File: config.mk
export PLATFORM = sky130hd
export DESIGN_NAME = tt_sweep_capture
export DESIGN_NICKNAME = d
export VERILOG_FILES = /design/src/rtl/tt_sweep_pkg.sv /design/src/rtl/tt_popcount16.sv /design/src/rtl/tt_sweep_capture.sv
export SDC_FILE = /design/constraint.sdc
export NUM_CORES = 1
export LEC_CHECK = 0
export ABC_CLOCK_PERIOD_IN_PS = 5720
export BUFFER_PORTS_ARGS = -buffer_cell sky130_fd_sc_hd__buf_2
export CORE_MARGIN = 4
export CORE_UTILIZATION = 57
export DETAILED_ROUTE_END_ITERATION = 7
export PLACE_DENSITY_LB_ADDON = 0.1
export REMOVE_ABC_BUFFERS = 1
export SLEW_MARGIN = 20
export SYNTH_ARGS = -nofsm -noshare
export SYNTH_HDL_FRONTEND = slang
export SYNTH_SLANG_ARGS = --single-unit
File: constraint.sdc
create_clock -name clk -period 5.72 [get_ports clk]
set_clock_uncertainty 0.2 [all_clocks]
set_input_delay 1.144 -clock clk [delete_from_list [all_inputs] [get_ports clk]]
set_output_delay 1.144 -clock clk [all_outputs]
set_load 0.05 [all_outputs]
File: src/rtl/tt_sweep_pkg.sv
// rtl/tt_sweep_pkg.sv - shared types and sizes for the truth-table sweep capture stage
package tt_sweep_pkg;

  localparam int N_VEC = 16;
  localparam int IDX_W = 4;
  localparam int CNT_W = 4;

  typedef enum logic [1:0] {
    ST_IDLE   = 2'd0,
    ST_SETTLE = 2'd1,
    ST_SAMPLE = 2'd2,
    ST_FINISH = 2'd3
  } state_t;

endpackage

File: src/rtl/tt_popcount16.sv
// rtl/tt_popcount16.sv - combinational population count of a 16-bit word
module tt_popcount16 (
  input  logic [15:0] i_vec,
  output logic [4:0]  o_cnt
);

  always_comb begin
    o_cnt = '0;
    for (int i = 0; i < 16; i++) begin
      o_cnt = o_cnt + {4'd0, i_vec[i]};
    end
  end

endmodule

File: src/rtl/tt_sweep_capture.sv
// rtl/tt_sweep_capture.sv - walks all 16 vectors into a 4-input gate and captures its truth table
module tt_sweep_capture
  import tt_sweep_pkg::*;
#(
  parameter int          SETTLE   = 1,
  parameter logic [15:0] EXPECTED = 16'hEFEB
) (
  input  logic        clk,
  input  logic        rst,
  input  logic        start,
  output logic [3:0]  dut_in,
  input  logic        dut_out,
  output logic        busy,
  output logic        done,
  output logic [15:0] tt,
  output logic        match,
  output logic [4:0]  mismatch_count
);

  localparam logic [CNT_W-1:0] SETTLE_LAST = CNT_W'(SETTLE - 1);
  localparam logic [IDX_W-1:0] IDX_LAST    = IDX_W'(N_VEC - 1);

  state_t             r_state;
  state_t             w_next;
  logic [CNT_W-1:0]   r_cnt;
  logic [IDX_W-1:0]   r_idx;
  logic [15:0]        r_shreg;
  logic [15:0]        r_tt;
  logic               r_match;
  logic [4:0]         r_mm;
  logic               r_done;
  logic               w_busy;
  logic               w_sample;
  logic               w_finish;
  logic [4:0]         w_mm;

  always_ff @(posedge clk or posedge rst) begin
    if (rst) r_state <= ST_IDLE;
    else     r_state <= w_next;
  end

  always_comb begin
    w_next = r_state;
    case (r_state)
      ST_IDLE:   if (start) w_next = ST_SETTLE;
      ST_SETTLE: if (r_cnt == SETTLE_LAST) w_next = ST_SAMPLE;
      ST_SAMPLE: w_next = (r_idx == IDX_LAST) ? ST_FINISH : ST_SETTLE;
      ST_FINISH: w_next = ST_IDLE;
      default:   w_next = ST_IDLE;
    endcase
  end

  always_comb begin
    w_busy   = (r_state == ST_SETTLE) || (r_state == ST_SAMPLE);
    w_sample = (r_state == ST_SAMPLE);
    w_finish = (r_state == ST_FINISH);
  end

  tt_popcount16 u_popcount (
    .i_vec (r_shreg ^ EXPECTED),
    .o_cnt (w_mm)
  );

  // The index wraps 15 -> 0 on the last sample, so dut_in is already 0 in FINISH/IDLE.
  always_ff @(posedge clk or posedge rst) begin
    if (rst) begin
      r_cnt   <= '0;
      r_idx   <= '0;
      r_shreg <= '0;
      r_tt    <= '0;
      r_match <= 1'b0;
      r_mm    <= '0;
      r_done  <= 1'b0;
    end else begin
      r_done <= w_finish;
      if (r_state == ST_SETTLE) r_cnt <= r_cnt + 1'b1;
      else                      r_cnt <= '0;
      if (r_state == ST_IDLE && start) begin
        r_idx   <= '0;
        r_shreg <= '0;
      end
      if (w_sample) begin
        r_shreg <= {r_shreg[14:0], dut_out};
        r_idx   <= r_idx + 1'b1;
      end
      if (w_finish) begin
        r_tt    <= r_shreg;
        r_match <= (r_shreg == EXPECTED);
        r_mm    <= w_mm;
      end
    end
  end

  assign dut_in         = r_idx;
  assign busy           = w_busy;
  assign done           = r_done;
  assign tt             = r_tt;
  assign match          = r_match;
  assign mismatch_count = r_mm;

endmodule

==> impl_metrics.env <==
export IMPL_outcome="finished clean"
export IMPL_synth_area_leader_cell="dfrtp_1"
export IMPL_grt_pass1_wl_um=7555
export IMPL_hold_depth=1
export IMPL_finalHoldViolCount=0
export IMPL_initial_core_util_pct=59.73
export IMPL_detail_route_first_pass_iterations=4
export IMPL_num_nets_final=251
export IMPL_timing_slew_headroom_pct=34.44
export IMPL_tritoncts_num_buffers=5
export IMPL_sum_of_routed_wire_length_over_all_layers_um=4165
export IMPL_detailroute_via_count=1518
export IMPL_num_antenna_cells=0
export IMPL_max_freq_mhz=238.8
export IMPL_gr_total_overflow=0
export IMPL_timing_max_cap_violations=0
export IMPL_power_leakage_nw=1.374
export IMPL_final_core_util_pct=66.64
export IMPL_rr_worst_depth=11
export IMPL_timing_max_transition_violations_final=0
export IMPL_path_class="reg2reg"
export IMPL_remaining_drc_errors=0
export IMPL_multi_input_comb_area_um2=1054
export IMPL_ctsHtreeMaxLevel=2
export IMPL_grt_max_degree=50
export IMPL_core_um2=4058
export IMPL_timing_final_setup_violations=0
export IMPL_total_switching_power_mw=0.5553
export IMPL_hp_class="reg2reg"
export IMPL_min_from="r_cnt[0]"
export IMPL_clock_latency_ps=300
export IMPL_synth_edf_count=0
export IMPL_worstMarginPinSlew_ps=982.0
export IMPL_grt_total_usage_pct=18.30
export IMPL_fp_row_count=23
export IMPL_cts_tree="built"
export IMPL_final_layout_size_suffix_gt1_share_pct=27.68
export IMPL_p_per_area_nw_per_um2=467.0
export IMPL_port_buffer_count=31
export IMPL_pin_count=32
export IMPL_synthDominantCellAreaShare_pct=50.59
export IMPL_synth_ff_type="dfrtp_1"
export IMPL_synth_cell_types=31
export IMPL_synth_ff_latch_count=49
export IMPL_clockPowerShare_pct=15.5
export IMPL_cts_reportedPaths_clkPinSlew_ps=90
export IMPL_worst_case_clock_buffer_depth=2
export IMPL_crit_fanout=5
export IMPL_clock_root_buffer="clkbuf_8"
export IMPL_combinationalPowerShare_pct=48.0
export IMPL_gpl_final_weighted_congestion=0.8066
export IMPL_worst_endpoint_arrival_ps=4170
export IMPL_ir_worst_vdd_v=0.0002294
export IMPL_rsz0062_at_grt="no"
export IMPL_seqCellArea_um2=1226
export IMPL_summed_instance_area_of_the_synthesized_netlist_um2=2424
export IMPL_post_cts_buffers=0
export IMPL_postCtsResizedCells=0
export IMPL_switching_share_pct=43.97
export IMPL_antenna_violations_before_repair=0
export IMPL_avgViaCountPerCell=5.540
export IMPL_numClockSinks=49
export IMPL_syn_instance_count=191
export IMPL_detail_route_iter0_violations=81
export IMPL_cts_hold_fix_buffers=0
export IMPL_finalSetupTns_ps=0
export IMPL_die_y_um=73.21
export IMPL_fillerInstances=301
export IMPL_synth_area_leaders="dfrtp_1, mux2_2, fa_1"
export IMPL_dpl_hpwl_um=2978
export IMPL_area_growth_synth_to_final_pct=11.56
export IMPL_crit_reg2reg_launch="r_shreg[0]"
export IMPL_ff2ff_setup_slack_ps=1530
export IMPL_setup_worst_path_end_class="flip-flop"
export IMPL_share_seq_of_total_power_pct=36.5
export IMPL_synth_sequential_area_ratio_pct=50.59
export IMPL_via_count_of_the_first_global_routing_pass=1607
export IMPL_power_internal_mw=0.7075
export IMPL_hold_path_endpoint="r_cnt[0]"
export IMPL_synth_avg_cell_area_um2=12.69
export IMPL_wire_per_inst_um=15.20
export IMPL_period_share_pct=73.21
export IMPL_fp_dieArea_um2=5359
export IMPL_timing_final_crit_period_ps=4188
export IMPL_synth_warnings=0
export IMPL_critPathLaunchType="flip-flop"
export IMPL_timing_rr_end="mismatch_count[1]"
export IMPL_antenna_violating_nets_post_route=0
export IMPL_dieWidth_um=73.21
export IMPL_synth_async_sr_flop_share_pct=100.0
export IMPL_required_time_at_the_worst_slack_endpoint_ps=5710
-- worst max-delay path: stages (launching register included) --
cell	delay, ps
dfrtp_1	420
inv_1	60
ha_1	280
inv_1	70
fa_1	440
fa_1	500
fa_1	510
inv_1	50
fa_1	440
fa_1	410
fa_1	430
mux2_2	260
-- worst max-delay path by stage --
stage          startpoint                end  depth (start not counted)
6_report       r_shreg[0]  mismatch_count[1]                         11
5_1_grt        r_shreg[0]  mismatch_count[4]                         12
3_3_place_gp   r_shreg[0]  mismatch_count[4]                         12
3_5_place_dp   r_shreg[0]  mismatch_count[4]                         12
4_1_cts        r_shreg[0]  mismatch_count[4]                         12
2_1_floorplan  r_shreg[0]  mismatch_count[1]                         11
-- state kept, by name, summed over array words and instances (netlist names) --
signal          flops
r_shreg            16
tt                 16
mismatch_count      5
dut_in              4
r_cnt               4
r_state             2
done                1
match               1
-- placed cells by master (no fill, tap or decap), types with 2 or more instances in the layout --
cell      instances
clkbuf_8          5
a21oi_1           6
and2_1            3
clkinv_2          2
buf_2            31
mux2_2           19
ha_1             13
nor2b_1           4
nand4b_1          2
nor2_1            2
dfrtp_1          49
xnor2_1           2
nand2_1           3
o21ai_0           2
a22o_1           17
nand4_1           4
inv_1            30
nand3_1           2
fa_1             10
mux2i_1           2
-- final cells by class --
cell class / count / share of cell area, %
well taps: 50 / 2.314
inverters: 31 / 4.304
repair buffers: 32 / 6.016
clock buffers: 6 / 2.684
multi-input cells: 104 / 38.96
clock inverters: 2 / 0.3702
flip-flops and latches: 49 / 45.35
-- synth_stat cells, types with 3 or more instances --
library cell,instances
dfrtp_1,49
inv_1,31
mux2_2,19
a22o_1,17
ha_1,14
fa_1,10
a21oi_1,6
clkbuf_1,4
nand4_1,4
nor2b_1,4
and2_1,3
buf_2,3
nand2_1,3
-- power by group through the flow --
| stage | clock network, mW | logic, mW | registers (mW) |
|---|---|---|---|
| 3_5_place_dp | 0 | 0.612 | 0.468 |
| 2_1_floorplan | 0 | 0.361 | 0.580 |
| 4_1_cts | 0.199 | 0.617 | 0.461 |
| 5_1_grt | 0.215 | 0.676 | 0.471 |
| 3_3_place_gp | 0 | 0.582 | 0.462 |
| 6_report | 0.196 | 0.606 | 0.461 |
-- metal layers --
| layer | GRT usage, % | vias up | share of wire, % |
|---|---|---|---|
| li1 | - | 714 | - |
| met1 | 23.43 | 766 | 45 |
| met2 | 30.39 | 28 | 49 |
| met3 | 3.994 | 10 | 4.2 |
| met4 | 6.762 | 0 | 1.8 |
| met5 | 0 | - | 0 |
-- metrics by stage --
step	total power [mW]	cells	hold slack [ps]	area, um^2	worst slack, ps
after global routing	1.362	274	305.0	2704	1319
after global placement	1.044	266	262.3	2619	1596
after detailed placement	1.079	266	281.0	2619	1518
final	1.263	274	294.0	2704	1532
after CTS	1.278	274	292.6	2701	1493
after floorplan	0.9412	184	250.5	2394	1666
-- logic make-up after synthesis --
| group | count (synthesis) | synth area share [%] |
|---|---|---|
| compound gates | 32 | 10.89 |
| xor+xnor | 3 | 1.084 |
| fa+ha+maj | 24 | 15.49 |
| buf+inv | 38 | 6.040 |
| flops | 49 | 50.59 |
| mux | 21 | 9.654 |
| simple gates | 24 | 6.247 |
(Power assumes the default switching activity.)
